===== config.mk =====
export PLATFORM = sky130hd
export DESIGN_NAME = bus_arbiter
export DESIGN_NICKNAME = d
export VERILOG_FILES = /design/src/rtl/arbiter_pkg.sv /design/src/rtl/round_robin_picker.sv /design/src/rtl/bus_arbiter.sv
export SDC_FILE = /design/constraint.sdc
export NUM_CORES = 1
export LEC_CHECK = 0
export BUFFER_PORTS_ARGS = -buffer_cell sky130_fd_sc_hd__buf_2
export CAP_MARGIN = 0
export CORE_ASPECT_RATIO = 1.1
export CORE_MARGIN = 2
export CORE_UTILIZATION = 55
export DETAILED_ROUTE_END_ITERATION = 7
export PLACE_DENSITY = 0.78
export SLEW_MARGIN = 20
export SYNTH_ARGS = -nofsm -noshare
export SYNTH_HDL_FRONTEND = slang
export SYNTH_SLANG_ARGS = --single-unit

===== constraint.sdc =====
create_clock -name clk -period 2.3 [get_ports clk]
set_input_delay 0.23 -clock clk [delete_from_list [all_inputs] [get_ports clk]]
set_output_delay 0.23 -clock clk [all_outputs]
set_load 0.005 [all_outputs]

===== src/rtl/arbiter_pkg.sv =====
// Shared types and helpers for the round-robin bus arbiter.
package arbiter_pkg;

   typedef enum logic {
      STATE_IDLE    = 1'b0,
      STATE_GRANTED = 1'b1
   } state_t;

   // One bit of onehot(idx): returns 1 when bit position pos is the index idx.
   // Callers build a one-hot vector of any width by looping over pos.
   function automatic logic onehot_bit(input int idx, input int pos);
      return (idx == pos);
   endfunction

endpackage


===== src/rtl/round_robin_picker.sv =====
// Combinational round-robin picker: scans the unmasked request bits starting at
// i_pointer, wrapping modulo numInputs, and reports the first set bit.
module round_robin_picker
   import arbiter_pkg::*;
#(
   parameter int numInputs   = 4,
   parameter int selectLines = 2
) (
   input  logic [numInputs-1:0]   i_request,
   input  logic [selectLines-1:0] i_pointer,
   input  logic [numInputs-1:0]   i_mask,
   output logic                   o_found,
   output logic [selectLines-1:0] o_winner
);

   logic [numInputs-1:0] w_eligible;
   int                   w_idx;

   assign w_eligible = i_request & ~i_mask;

   // First eligible requester at or after the pointer wins.
   always_comb begin
      // NOTE: every output of a combinational block gets a default first, so no path leaves it unassigned and no latch is inferred.
      o_found  = 1'b0;
      o_winner = '0;
      w_idx    = 0;
      for (int k = 0; k < numInputs; k++) begin
         w_idx = int'(i_pointer) + k;
         if (w_idx >= numInputs) begin
            w_idx = w_idx - numInputs;
         end
         if (!o_found && w_eligible[w_idx]) begin
            o_found  = 1'b1;
            o_winner = selectLines'(w_idx);
         end
      end
   end

endmodule


===== src/rtl/bus_arbiter.sv =====
// Round-robin arbiter owning the select lines of a shared bus multiplexer.
// Grants are held until the owner signals done, drops its request, or the
// hold limit forces a release; all outputs are registered.
module bus_arbiter
   import arbiter_pkg::*;
#(
   parameter int numInputs   = 4,
   parameter int selectLines = 2,
   parameter int maxHold     = 8,
   parameter int holdWidth   = 4
) (
   input  logic                   clk,
   input  logic                   rst,
   input  logic [numInputs-1:0]   request,
   input  logic [numInputs-1:0]   done,
   output logic [numInputs-1:0]   grant,
   output logic [selectLines-1:0] select,
   output logic                   busy,
   output logic                   timeout
);

   localparam logic [holdWidth-1:0]   HOLD_LAST = holdWidth'(maxHold - 1);
   localparam logic [selectLines-1:0] LAST_IDX  = selectLines'(numInputs - 1);

   state_t                 r_state;
   logic [numInputs-1:0]   r_grant;
   logic [selectLines-1:0] r_select;
   logic                   r_busy;
   logic                   r_timeout;
   logic [selectLines-1:0] r_pointer;
   logic [holdWidth-1:0]   r_hold;

   state_t                 w_state_n;
   logic [numInputs-1:0]   w_grant_n;
   logic [selectLines-1:0] w_select_n;
   logic                   w_busy_n;
   logic                   w_timeout_n;
   logic [selectLines-1:0] w_pointer_n;
   logic [holdWidth-1:0]   w_hold_n;

   logic                   w_granted;
   logic                   w_owner_done;
   logic                   w_owner_req;
   logic                   w_at_limit;
   logic                   w_release;
   logic                   w_forced;
   logic [selectLines-1:0] w_ptr_after;
   logic [selectLines-1:0] w_pick_ptr;
   logic [numInputs-1:0]   w_pick_mask;
   logic [numInputs-1:0]   w_owner_onehot;
   logic [numInputs-1:0]   w_win_onehot;
   logic                   w_found;
   logic [selectLines-1:0] w_winner;

   // The owner index is always r_select while granted.
   assign w_granted    = (r_state == STATE_GRANTED);
   assign w_owner_done = done[r_select];
   assign w_owner_req  = request[r_select];
   assign w_at_limit   = (r_hold == HOLD_LAST);
   assign w_release    = w_granted && (w_owner_done || !w_owner_req || w_at_limit);
   // A limit release that coincides with done or a dropped request is a normal release.
   assign w_forced     = w_release && w_at_limit && w_owner_done == 1'b0 && w_owner_req;
   assign w_ptr_after  = (r_select == LAST_IDX) ? '0 : r_select + 1'b1;

   // On release the scan restarts after the owner with the owner masked out.
   assign w_pick_ptr  = w_granted ? w_ptr_after : r_pointer;
   assign w_pick_mask = w_granted ? w_owner_onehot : '0;

   // Expand owner and winner indices into one-hot vectors.
   always_comb begin
      w_owner_onehot = '0;
      w_win_onehot   = '0;
      for (int i = 0; i < numInputs; i++) begin
         w_owner_onehot[i] = onehot_bit(int'(r_select), i);
         w_win_onehot[i]   = onehot_bit(int'(w_winner), i);
      end
   end

   round_robin_picker #(
      .numInputs   (numInputs),
      .selectLines (selectLines)
   ) u_picker (
      .i_request (request),
      .i_pointer (w_pick_ptr),
      .i_mask    (w_pick_mask),
      .o_found   (w_found),
      .o_winner  (w_winner)
   );

   // State register and all output/datapath registers; rst wins over everything.
   always_ff @(posedge clk) begin
      // NOTE: sequential state uses non-blocking assignments so every register samples pre-edge values.
      if (rst) begin
         r_state   <= STATE_IDLE;
         r_grant   <= '0;
         r_select  <= '0;
         r_busy    <= 1'b0;
         r_timeout <= 1'b0;
         r_pointer <= '0;
         r_hold    <= '0;
      end else begin
         r_state   <= w_state_n;
         r_grant   <= w_grant_n;
         r_select  <= w_select_n;
         r_busy    <= w_busy_n;
         r_timeout <= w_timeout_n;
         r_pointer <= w_pointer_n;
         r_hold    <= w_hold_n;
      end
   end

   // Next-state logic: leave IDLE on any winner, return when a release finds no successor.
   always_comb begin
      w_state_n = r_state;
      case (r_state)
         STATE_IDLE:    if (w_found) w_state_n = STATE_GRANTED;
         STATE_GRANTED: if (w_release && !w_found) w_state_n = STATE_IDLE;
         default:       w_state_n = STATE_IDLE;
      endcase
   end

   // Next output values: grant/handover/release, hold counting and the timeout pulse.
   always_comb begin
      w_grant_n   = r_grant;
      w_select_n  = r_select;
      w_busy_n    = r_busy;
      w_timeout_n = 1'b0;
      w_pointer_n = r_pointer;
      w_hold_n    = r_hold;
      if (!w_granted) begin
         if (w_found) begin
            w_grant_n  = w_win_onehot;
            w_select_n = w_winner;
            w_busy_n   = 1'b1;
            w_hold_n   = '0;
         end
      end else if (w_release) begin
         w_pointer_n = w_ptr_after;
         w_timeout_n = w_forced;
         w_hold_n    = '0;
         if (w_found) begin
            w_grant_n  = w_win_onehot;
            w_select_n = w_winner;
         end else begin
            // select is left alone so the mux output stays stable while idle.
            w_grant_n = '0;
            w_busy_n  = 1'b0;
         end
      end else begin
         w_hold_n = r_hold + 1'b1;
      end
   end

   assign grant   = r_grant;
   assign select  = r_select;
   assign busy    = r_busy;
   assign timeout = r_timeout;

endmodule

==> run metrics <==
outcome complete, no violations; DRT iter0 DRCs 43; nets@finish 156; Post-CTS Setup Bufs 0; class of the worst hold path input pin to flip-flop; initial core utilization 60.23%; final wirelength 2428 um; final max-slew violation count 0; Synth Warn # 0; hold buffers post-CTS 0; CP Launch Point select[0]; vias in the first global route 915; worst-margin pin slew 0.6159 ns; top cell type's share of synthesized area 27.37%; Cell Area, Synth 1097 um^2; Startpoint Class flip-flop; 1st-pass router iterations 4; gr usage total 23.22%; Overflow after GRT 0; CP arrival 2.30 ns; FMAX 0.4812 GHz; Yosys reg bits 15; hold path cells 2; Hold Crit Start rst; Slowest cell on crit path dfxtp_1; largest family of logic cells by synthesized area compound AO/OA/AOI/OAI gates; CTS Sinks 15; Synth Area per Inst 9.144 um^2; cell family with most CP delay compound AO/OA/AOI/OAI gates; filler instances 154; critical path depth 7; Die X 46.59 um; largest net degree at the start of global routing 15; worst-path cell chain inv_2 -> ha_1 -> mux2_4 -> a221oi_2 -> o221ai_1 -> nor4_2 -> a22o_1; Fin. Hold Viols 0; layout cells sized above 1 29.29%; largest area contributor in the netlist dfxtp_1; Top FF cell, synth dfxtp_1; XOR/XNOR share of the synthesized area 0%; first-pass GRT wire length 4036 um; Seq/Total Area, Yosys 27.37%; TritonCTS clock tree done; FP Rows 16; Post-DP Area 1200 um^2; post-synth net total 135; sum of buffers and inverters on the critical path 1; die height 50.85 um; PwrDens 665.6 nW/um^2; Ant. Diodes 0; min Tclk post-route 2.078 ns; TritonCTS Buffers 3; Avg WL per Cell 14.54 um; Via density 6.096; Clock transition at path regs 0.09 ns; Longest Clk Path Bufs 2; post-synthesis mux area share 8.096%; Cells after Synth 120; skew final 0.003389 ns; peak supply drop 0.4089 mV; # DRC 0; post-CTS sizing 0; clock latency on the worst-skew pair 0.27 ns; worst r2r src select[0]; critical path class flip-flop to flip-flop; Placer Congestion 0.9539; endpoint class of the critical path flip-flop; final setup fails 0; P&R area growth vs syn 11.74%; Leak 0.5138 nW; via count 1,018; Post-Synth Simple-Gate Area 26.91%; total of max-cap violations 0; Root Buffer clkbuf_4; cells on worst reg2reg path 7; RSZ-0062 raised after global routing false; Tcrit/Tclk final 90.36%; asr flop ratio synth 0%; # IOs 18; finished layout cell area 1226 um^2; critical path required time 2.52 ns; core area 1822 um^2; initial antenna violation count 0; H-tree level count 1; Synth Area in Adders 5.701%; port buffer count 17; post-detail-place hpwl 1860 um; Yosys cell types 51; hold slack 0.2882 ns; Synth Area in Compound Gates 27.02%; Slew HR 58.36%; die area 2369 um^2; EDFF count, synth 0; crit path max fanout 6; synth top area cells dfxtp_1 (27%), ha_1 (5.7%), a21oi_1 (4.1%); Crit path largest cell delay 0.44 ns; post-route ant nets 0; setup_tns 0 ns
==> worst register-to-register path: stages, from the launching register on <==
cell and delay (ns):
dfxtp_1 0.44, inv_2 0.11, ha_1 0.37, mux2_4 0.32
a221oi_2 0.22, o221ai_1 0.15, nor4_2 0.24, a22o_1 0.17
==> state kept, by name (all words and copies together), names as in the netlist <==
signal / count
busy: 1
grant: 4
r_hold: 4
r_pointer: 2
r_state: 1
select: 2
timeout: 1
==> layout make-up <==
cell class              count  area, um^2  share of cell area [%]
repair buffers             19       100.1                   8.163
clock buffers               4       26.28                   2.143
inverters                   6       22.52                   1.837
multi-input cells          96       743.2                   60.61
well taps                  27       33.78                   2.755
flip-flops and latches     15       300.3                   24.49
==> worst paths after layout <==
path                            slack (ns)         to
worst max-delay path                  0.22   grant[1]
worst min-delay path                  0.29  r_hold[1]
worst max register to register        0.22   grant[1]
worst min register to register        0.47   grant[0]
==> synth_stat cells (2+ instances only) <==
cell type	count
a21oi_1	9
inv_1	5
o21ai_2	2
nor3_1	5
o21ai_0	3
ha_1	5
and2_1	2
nand2_1	4
dfxtp_1	15
a22o_1	2
mux2i_1	4
a211oi_1	2
o21ba_2	3
nor2b_1	3
a21boi_1	2
buf_6	2
nor2_1	8
nand3_1	5
a31o_1	2
nand2b_1	5
nor4b_1	2
==> layer usage <==
| metal | global-route usage [%] | wire, um | part of all wire (%) | vias to the layer above |
|---|---|---|---|---|
| li1 | - | - | - | 489 |
| met1 | 32.14 | 1164 | 48 | 477 |
| met2 | 36.81 | 1035 | 43 | 48 |
| met3 | 2.827 | 188 | 7.7 | 4 |
| met4 | 7.619 | 40 | 1.6 | 0 |
| met5 | 0 | 0 | 0 | - |
==> cell families after synthesis <==
family | after synthesis
DFF | 15
and+or+nand+nor | 46
buffers and inverters | 9
AOI/OAI and AO/OA | 38
adders and majority gates | 5
muxes | 7
==> through the flow <==
step                      util, %  power (mW)  cells  worst slack (ns)
after CTS                   67.31      0.8219    167            0.2285
after floorplan                 -      0.5830    120            0.3310
after global placement      65.87      0.6606    163            0.3342
after global routing        67.31      0.8728    167           0.05670
after detailed placement    65.87      0.6667    163            0.2591
final                       67.31      0.8162    167            0.2218
==> power breakdown <==
part / internal [mW] / switching (mW)
Clock: 0.0671 / 0.0814
Sequential: 0.290 / 0.0297
Combinational: 0.164 / 0.184
==> placed cells by master (no fill, tap or decap), drive strengths merged, types with 3 or more instances in the layout <==
master,count
buf,19
dfxtp,15
a21oi,9
nor2,9
inv,6
nand2b,5
nand3,5
nor3,5
ha,5
nand2,5
o21ai,5
mux2i,4
clkbuf,4
nor2b,3
o21ba,3
a21boi,3
No activity file was read; power rests on OpenSTA's default activity.
